===== config.mk =====
export PLATFORM = sky130hd
export DESIGN_NAME = traffic_light_fsm
export DESIGN_NICKNAME = d
export VERILOG_FILES = /design/src/rtl/traffic_pkg.sv /design/src/rtl/tick_edge_detect.sv /design/src/rtl/traffic_light_fsm.sv
export SDC_FILE = /design/constraint.sdc
export NUM_CORES = 1
export LEC_CHECK = 0
export CORE_UTILIZATION = 46
export DETAILED_ROUTE_END_ITERATION = 10
export GPL_ROUTABILITY_DRIVEN = 0
export MAX_ROUTING_LAYER = met4
export PLACE_DENSITY_LB_ADDON = 0.15
export SETUP_SLACK_MARGIN = 0.2
export SLEW_MARGIN = 5
export SYNTH_ARGS = -nofsm -noshare
export SYNTH_HDL_FRONTEND = slang
export SYNTH_SLANG_ARGS = --single-unit

===== constraint.sdc =====
create_clock -name i_clock -period 1.9 [get_ports i_clock]
set_input_delay 0.38 -clock i_clock [delete_from_list [all_inputs] [get_ports i_clock]]
set_output_delay 0.38 -clock i_clock [all_outputs]
set_load 0.02 [all_outputs]

===== src/rtl/traffic_pkg.sv =====
// Shared state/lamp encodings, default phase durations and lamp decode helpers
// for the traffic light controller.
package traffic_pkg;

  typedef enum logic [2:0] {
    NS_GREEN  = 3'd0,
    NS_YELLOW = 3'd1,
    RED_A     = 3'd2,
    EW_GREEN  = 3'd3,
    EW_YELLOW = 3'd4,
    RED_B     = 3'd5
  } state_t;

  localparam logic [2:0] RED = 3'b100;
  localparam logic [2:0] YEL = 3'b010;
  localparam logic [2:0] GRN = 3'b001;

  localparam int DEF_GREEN_TICKS  = 5;
  localparam int DEF_MIN_GREEN    = 2;
  localparam int DEF_YELLOW_TICKS = 2;
  localparam int DEF_RED_TICKS    = 1;
  localparam int DEF_WALK_TICKS   = 3;

  function automatic state_t next_state(input state_t s);
    case (s)
      NS_GREEN:  return NS_YELLOW;
      NS_YELLOW: return RED_A;
      RED_A:     return EW_GREEN;
      EW_GREEN:  return EW_YELLOW;
      EW_YELLOW: return RED_B;
      default:   return NS_GREEN;
    endcase
  endfunction

  function automatic logic [2:0] ns_lamp(input state_t s);
    case (s)
      NS_GREEN:  return GRN;
      NS_YELLOW: return YEL;
      default:   return RED;
    endcase
  endfunction

  function automatic logic [2:0] ew_lamp(input state_t s);
    case (s)
      EW_GREEN:  return GRN;
      EW_YELLOW: return YEL;
      default:   return RED;
    endcase
  endfunction

endpackage


===== src/rtl/tick_edge_detect.sv =====
// Rising-edge detector for the divided slow clock; resets the history to 1 so
// a level held high through reset never produces a tick.
module tick_edge_detect (
  input  logic i_clock,
  input  logic reset,
  input  logic i_sig,
  output logic o_rise
);

  logic sig_prev_d;
  logic sig_prev_q;

  always_comb begin
    sig_prev_d = i_sig;
  end

  always_ff @(posedge i_clock) begin
    if (reset) begin
      sig_prev_q <= 1'b1;
    end else begin
      sig_prev_q <= sig_prev_d;
    end
  end

  assign o_rise = i_sig & ~sig_prev_q;

endmodule


===== src/rtl/traffic_light_fsm.sv =====
// Two-way intersection controller with pedestrian walk phase, timed in ticks
// of an external slow clock.
module traffic_light_fsm
  import traffic_pkg::*;
#(
  parameter int GREEN_TICKS  = DEF_GREEN_TICKS,
  parameter int MIN_GREEN    = DEF_MIN_GREEN,
  parameter int YELLOW_TICKS = DEF_YELLOW_TICKS,
  parameter int RED_TICKS    = DEF_RED_TICKS,
  parameter int WALK_TICKS   = DEF_WALK_TICKS
) (
  input  logic       i_clock,
  input  logic       reset,
  input  logic       i_slow_clk,
  input  logic       i_ped_req,
  output logic [2:0] o_ns_light,
  output logic [2:0] o_ew_light,
  output logic       o_walk,
  output logic [2:0] o_state
);

  logic       tick;
  state_t     state_d, state_q;
  logic [3:0] cnt_d, cnt_q;
  logic       ped_pending_d, ped_pending_q;
  logic       walk_phase_d, walk_phase_q;
  logic [2:0] ns_light_d, ns_light_q;
  logic [2:0] ew_light_d, ew_light_q;
  logic [3:0] duration;

  tick_edge_detect u_tick (
    .i_clock (i_clock),
    .reset   (reset),
    .i_sig   (i_slow_clk),
    .o_rise  (tick)
  );

  // Decisions use the registered pending flag, so a request arriving on a
  // tick cycle only shortens a later tick's evaluation.
  always_comb begin
    case (state_q)
      NS_GREEN, EW_GREEN:   duration = ped_pending_q ? 4'(MIN_GREEN) : 4'(GREEN_TICKS);
      NS_YELLOW, EW_YELLOW: duration = 4'(YELLOW_TICKS);
      default:              duration = walk_phase_q ? 4'(WALK_TICKS) : 4'(RED_TICKS);
    endcase
  end

  always_comb begin
    state_d       = state_q;
    cnt_d         = cnt_q;
    ped_pending_d = ped_pending_q | i_ped_req;
    walk_phase_d  = walk_phase_q;
    if (tick) begin
      if (cnt_q >= duration - 4'd1) begin
        state_d = next_state(state_q);
        cnt_d   = 4'd0;
        if (state_d == RED_A || state_d == RED_B) begin
          walk_phase_d = ped_pending_q;
          if (ped_pending_q) begin
            ped_pending_d = i_ped_req;
          end
        end else begin
          walk_phase_d = 1'b0;
        end
      end else begin
        cnt_d = cnt_q + 4'd1;
      end
    end
    ns_light_d = ns_lamp(state_d);
    ew_light_d = ew_lamp(state_d);
  end

  // Lamps are registered from the next state so they change on the same edge
  // as the state register.
  always_ff @(posedge i_clock) begin
    if (reset) begin
      state_q       <= RED_B;
      cnt_q         <= 4'd0;
      ped_pending_q <= 1'b0;
      walk_phase_q  <= 1'b0;
      ns_light_q    <= RED;
      ew_light_q    <= RED;
    end else begin
      state_q       <= state_d;
      cnt_q         <= cnt_d;
      ped_pending_q <= ped_pending_d;
      walk_phase_q  <= walk_phase_d;
      ns_light_q    <= ns_light_d;
      ew_light_q    <= ew_light_d;
    end
  end

  assign o_ns_light = ns_light_q;
  assign o_ew_light = ew_light_q;
  assign o_walk     = walk_phase_q;
  assign o_state    = state_q;

endmodule


Word-level counts from Yosys, hierarchy flattened

Cells that the tools add are included.
W data, S select, Z words.

Flip-flop bits (word level): 16
Input bits: 4
Output and inout bits: 10

Reduce and logical (&&, ||, !) cells: 6
Magnitude comparators: 1
Equality and inequality tests: 9
Add/subtract/negate cells: 2
Muxes and demuxes: 16
Bitwise logic cells: 3

Operators by type and width:

| operator              | number |
|---|---|
| $pmux W3 S2           | 3 |
| $mux W3               | 5 |
| $pmux W3 S5           | 1 |
| $eq A3 B2 Y1 const B  | 4 |
| $eq A3 B3 Y1 const B  | 3 |
| $eq A3 B1 Y1 const B  | 2 |
| $logic_not A3 Y1      | 2 |
| $mux W1               | 5 |
| $add A4 B1 Y4 const B | 1 |
| $ge A4 B4 Y1          | 1 |
| $mux W4               | 1 |
| $reduce_or A2 Y1      | 2 |
| $sub A4 B1 Y4 const B | 1 |
| $mux W2               | 1 |
| $reduce_and A2 Y1     | 1 |
| $and A1 B1 Y1         | 1 |
| $logic_or A1 B1 Y1    | 1 |
| $not A1 Y1            | 1 |
| $or A1 B1 Y1          | 1 |

Logic depth before layout (Yosys ltp)

Word-level depth: 12
Mapped depth: 9

Hierarchy

A second synthesis with hierarchy kept.

Cell total of the unflattened synthesis: 106
Area, all modules: 930.9 sq um

By module, submodules not included:

| module            | seq. area each (sq um) | area each (sq um) | times used | cells an instance |
|---|---|---|---|---|
| traffic_light_fsm | 300.3                  | 898.4             | 1          | 103 |
| tick_edge_detect  | 20.0                   | 32.5              | 1          | 3 |

Least setup slack after synthesis

No wires, ideal clock.

Path type: flip-flop to flip-flop
Start: reg state_q[1], in the netlist o_state[1]
End: reg ns_light_q[2], in the netlist o_ns_light[2]
Period minus slack after synthesis: 2.121 ns
Data arrival time: 1.982 ns
Cell stages (with the launch flop): 9
Library setup time: 0.139 ns
Required time: 1.761 ns
Setup slack: -0.221 ns
Cell sequence: dfxtp_1 buf_4 inv_1 o221a_2 ha_1 nand2b_1 a31oi_4 o21a_4 o2111ai_1

Word-level cells in the longest chain between the ends: 9
Elaborated cells on any way between the ends: 18

Ends and longest elaborated chain:

| element                                          | RTL line                                   | RTL |
|---|---|---|
| from (decl)                                      | traffic_light_fsm.sv:23                    | `state_t state_d, state_q;` |
| from (signal assigned)                           | traffic_light_fsm.sv:84                    | `state_q <= state_d;` |
| $eq A3 B3 Y1 (tied with other cells)             | traffic_pkg.sv:25, traffic_light_fsm.sv:41 |  |
| $reduce_or A2 Y1                                 | traffic_light_fsm.sv:41                    | `case (state_q)` |
| $pmux W3 S2                                      | traffic_light_fsm.sv:41                    |  |
| $sub A4 B1 Y4                                    | traffic_light_fsm.sv:54                    | `if (cnt_q >= duration - 4'd1) begin` |
| $ge A4 B4 Y1                                     | traffic_light_fsm.sv:54                    |  |
| $mux W3                                          | traffic_light_fsm.sv:54                    |  |
| $mux W3 *                                        | traffic_light_fsm.sv:53                    | `if (tick) begin` |
| $eq A3 B1 Y1 or $logic_not A3 Y1 (tied branches) | traffic_pkg.sv:36                          | `case (s)` |
| $pmux W3 S2 *                                    | traffic_pkg.sv:36                          |  |
| to (signal assigned)                             | traffic_light_fsm.sv:88                    | `ns_light_q <= ns_light_d;` |
| to (decl)                                        | traffic_light_fsm.sv:27                    | `logic [2:0] ns_light_d, ns_light_q;` |

Mark *: on every way between the ends. The rest lies on a longest branch, timed or not. The select of a mux whose other input is x is not followed.
A chain may end at the register's enable or synchronous reset.

Worst setup path after layout

Start: reg state_q[1], in the netlist o_state[1]
End: reg walk_phase_q, in the netlist o_walk

Word-level cells in the longest chain between the ends: 7
Elaborated cells on any way between the ends: 18

Ends and longest elaborated chain:

| element                                                               | RTL line                | RTL |
|---|---|---|
| parallel branches: the longest is 7 deep, another holds $sub A4 B1 Y4 | --                      |  |
| to (signal assigned)                                                  | traffic_light_fsm.sv:87 | `walk_phase_q <= walk_phase_d;` |
| to (decl)                                                             | traffic_light_fsm.sv:26 | `logic walk_phase_d, walk_phase_q;` |

Parallel ways; which one is timed is not known. The select of a mux whose other input is x is not followed.

==> out/metrics.csv <==
stage,metric,value,unit
run_status,status,finished with violations,
run_status,failing checks,setup timing,
worst_hold_path,hold endpoint,o_walk$_SDFFE_PP0P_,
sta,fmax,0.523,GHz
floorplan,die area,2160,sq um
cells_and_area,layout cell share with drive strength beyond 1,34.7,%
cts,Clock Pin Slew Worst Setup and Hold Paths,0.10,ns
worst_setup_path,worst reg-to-reg path cell count,8,
sta,Final min period,1.91,ns
power,Leakage,0.503,nW
sta,Final Cycle Share,101,%
detailed_routing,Vias/cell,5.58,
power,Max rail drop VDD,0.000326,V
place,number of port buffers,13,
worst_setup_path,"reg-to-reg slack, setup",-0.01,ns
worst_setup_path,Critical Path RT,2.13,ns
power,sequential power share,54.2,%
worst_hold_path,worst hold-check path type,flip-flop to flip-flop,
cells_and_area,NumNets Final,134,
global_routing,vias in the first global route,756,
worst_hold_path,worst hold stages,2,
yosys,"area leader, netlist",dfxtp_1,
worst_setup_path,Crit. End Element,flip-flop,
worst_setup_path,WS Path Type,flip-flop to flip-flop,
global_routing,first-pass GRT wire length,3340,um
worst_setup_path,endpoint of the worst-slack reg-to-reg timing path,o_walk$_SDFFE_PP0P_,
floorplan,core area,1780,sq um
cts,clock latency at the later pin of the worst-skew pair,0.29,ns
power,Clock power frac,28.9,%
place,cell count after placement,139,
global_routing,gr usage total,22.5,%
cts,clock root buffer master,clkbuf_4,
yosys,Syn. warnings,0,
detailed_routing,Initial DRC Count,16,
yosys,Post-Syn Nets,109,
sta,Final Skew,0.0105,ns
worst_setup_path,top fanout value on the critical path,7,
power,Pint,0.470,mW
sta,unrepaired setup endpoints after global routing,yes,
yosys,post-synthesis cell count,100,
yosys,"top cells by count, synth","dfxtp_1, nand2_1, nor2_1, nor3_1",
power,PD cells,515,nW/um^2
power,Combinational Power Share,16.9,%
detailed_routing,DR WL/cell,14.5,um
yosys,number of flops mapped to enable cells by yosys,0,
sta,hold_ws,0.516,ns
floorplan,I/O Pins,14,
floorplan,die height,46.5,um
yosys,sequential area share after synthesis,35.2,%
cts,CTS tree,built,
power,Psw,0.172,mW
cells_and_area,Antenna diodes,0,
worst_setup_path,Worst R2R Start,o_state[1]$_SDFF_PP0_,
floorplan,Die Width,46.5,um
cts,H-tree Lvls,1,
worst_setup_path,WP data arrival,2.14,ns
cells_and_area,final non-filler cell total,149,
sta,Fin. Hold Viols,0,
yosys,Async SR Flop Fraction,0,%
place,DP HPWL,1550,um
yosys,Yosys cell types,39,
worst_setup_path,Worst setup SP type,flip-flop,
sta,setup ws final,-0.0132,ns
sta,Slew Limit Fails,0,
yosys,Avg Inst Size Synth,9.10,sq um
cells_and_area,Area Overhead vs Synth,36.9,%
yosys,ranking of synthesized cells by area,"dfxtp_1, ha_1, mux2i_1, nand2_1, nor3_1",
yosys,mapped cell area,910,sq um
power,Switching Share,26.8,%
sta,final setup fails,2,
cts,CTS max path bufs,2,
yosys,Yosys reg bits,16,
yosys,share of the synthesized area in the top cell type,35.2,%
cts,number of CTS-inserted buffers,3,
global_routing,largest net degree at the start of global routing,10,
detailed_routing,DR vias,832,
global_routing,antenna violations before repair,0,
worst_hold_path,min-delay src,o_walk$_SDFFE_PP0P_,
detailed_routing,drt drc,0,
floorplan,site row count,15,
floorplan,Initial Util,51.0,%
detailed_routing,Post-Route WL,2160,um
global_routing,Overflow after GRT,0,
flow_run,Max Cap Viol,0,
yosys,most used standard cell by instance count after synthesis,dfxtp_1,
yosys,Main synth FF type,dfxtp_1,
detailed_routing,drt first pass iters,4,
cts,CTS Sinks,16,
detailed_routing,post-route ant nets,0,
-- power by group through the flow --
stage | Combinational, mW | Clock [mW] | Sequential (mW)
after floorplan | 0.0646 | 0 | 0.361
after global placement | 0.0957 | 0 | 0.357
after detailed placement | 0.0977 | 0 | 0.358
after CTS | 0.104 | 0.189 | 0.347
after global routing | 0.117 | 0.198 | 0.349
final | 0.108 | 0.186 | 0.348
-- layout by cell type, fill, tap and decap left out, types with 2 or more instances in the layout --
| cell type | instances |
|---|---|
| xor2_1 | 2 |
| dlygate4sd2_1 | 3 |
| o211ai_1 | 2 |
| dfxtp_1 | 12 |
| nor2_1 | 6 |
| nand2_2 | 4 |
| inv_1 | 4 |
| a21o_1 | 2 |
| a31oi_1 | 2 |
| nand2_1 | 10 |
| mux2i_1 | 5 |
| xnor2_1 | 2 |
| ha_1 | 3 |
| buf_4 | 12 |
| nor3_1 | 5 |
| nand3_1 | 3 |
| clkbuf_4 | 3 |
| dfxtp_4 | 4 |
| clkdlybuf4s50_1 | 9 |
| ha_4 | 2 |
-- routing by layer --
layer / vias up / wire length [um] / global-route usage [%]
met1: 403 / 979 / 28.7
met4: 0 / 16 / 5.88
met5: - / 0 / -
met2: 29 / 1100 / 37.5
li1: 398 / - / -
met3: 2 / 66 / 2.35
-- logic make-up (layout without fill, tap and decap cells) --
logic type                 Yosys count  count (layout)  synth area share [%]
and+or+nand+nor                     37              37                  20.1
AOI/OAI and AO/OA                   22              22                  22.4
DFF                                 16              16                  35.2
buffers and inverters               10              34                  5.64
adders and majority gates            5               5                  6.88
muxes                                5               5                  5.50
xor gates and xnor gates             4               4                  3.85
other                                1               1                 0.412
-- how the worst max path moves through the flow --
stage                     slack (ns)             startpoint                        to
after floorplan                -0.02  o_state[1]$_SDFF_PP0_  o_ns_light[2]$_SDFF_PP1_
after global placement         -0.03  o_state[1]$_SDFF_PP0_     o_state[1]$_SDFF_PP0_
after detailed placement       -0.04  o_state[1]$_SDFF_PP0_     o_state[1]$_SDFF_PP0_
after CTS                     -0.002  o_state[1]$_SDFF_PP0_  o_ns_light[1]$_SDFF_PP0_
after global routing           -0.08  o_state[2]$_SDFF_PP1_       o_walk$_SDFFE_PP0P_
final                          -0.01  o_state[1]$_SDFF_PP0_       o_walk$_SDFFE_PP0P_
-- state kept, by name (all words and copies together), names as in the netlist --
signal / flops
u_tick.sig_prev_q: 1
ped_pending_q: 1
o_walk: 1
cnt_q: 4
o_ns_light: 3
o_ew_light: 3
o_state: 3
-- critical path, cell delays in order, from the launching register on --
cell,delay (ns)
dfxtp_4,0.38
or2_4,0.23
nand2_2,0.06
nand2_2,0.06
ha_4,0.21
a21o_1,0.17
a31oi_4,0.29
o21a_4,0.24
mux2i_1,0.19
-- timing repair --
item / in CTS / in global routing
buffers inserted: 5 / 1
hold buffers: 0 / 0
setup endpoints to repair: 18 / 16
gates resized for setup: 10 / 8
pin swaps: 11 / 7
-- through the flow --
stage	setup TNS (ns)	area, sq um	utilization [%]	power, mW	setup slack [ns]
floorplan	-0.0193	971	-	0.426	-0.0168
global placement	-0.0324	1130	63.6	0.453	-0.0295
detailed placement	-0.0676	1130	63.6	0.456	-0.0375
CTS	-0.00196	1220	68.3	0.641	-0.00196
global route	-0.550	1240	69.8	0.664	-0.0754
finish	-0.0144	1240	69.8	0.642	-0.0132
-- area by class of cell --
| cell class | instances | area (sq um) |
|---|---|---|
| clock buffer | 3 | 22.5 |
| clock inverter | 1 | 3.75 |
| fill | 139 | 538 |
| inverter | 5 | 18.8 |
| multi-input combinational | 74 | 614 |
| sequential | 16 | 335 |
| tap | 25 | 31.3 |
| timing repair buffer | 25 | 219 |
(Power assumes the default switching activity.)
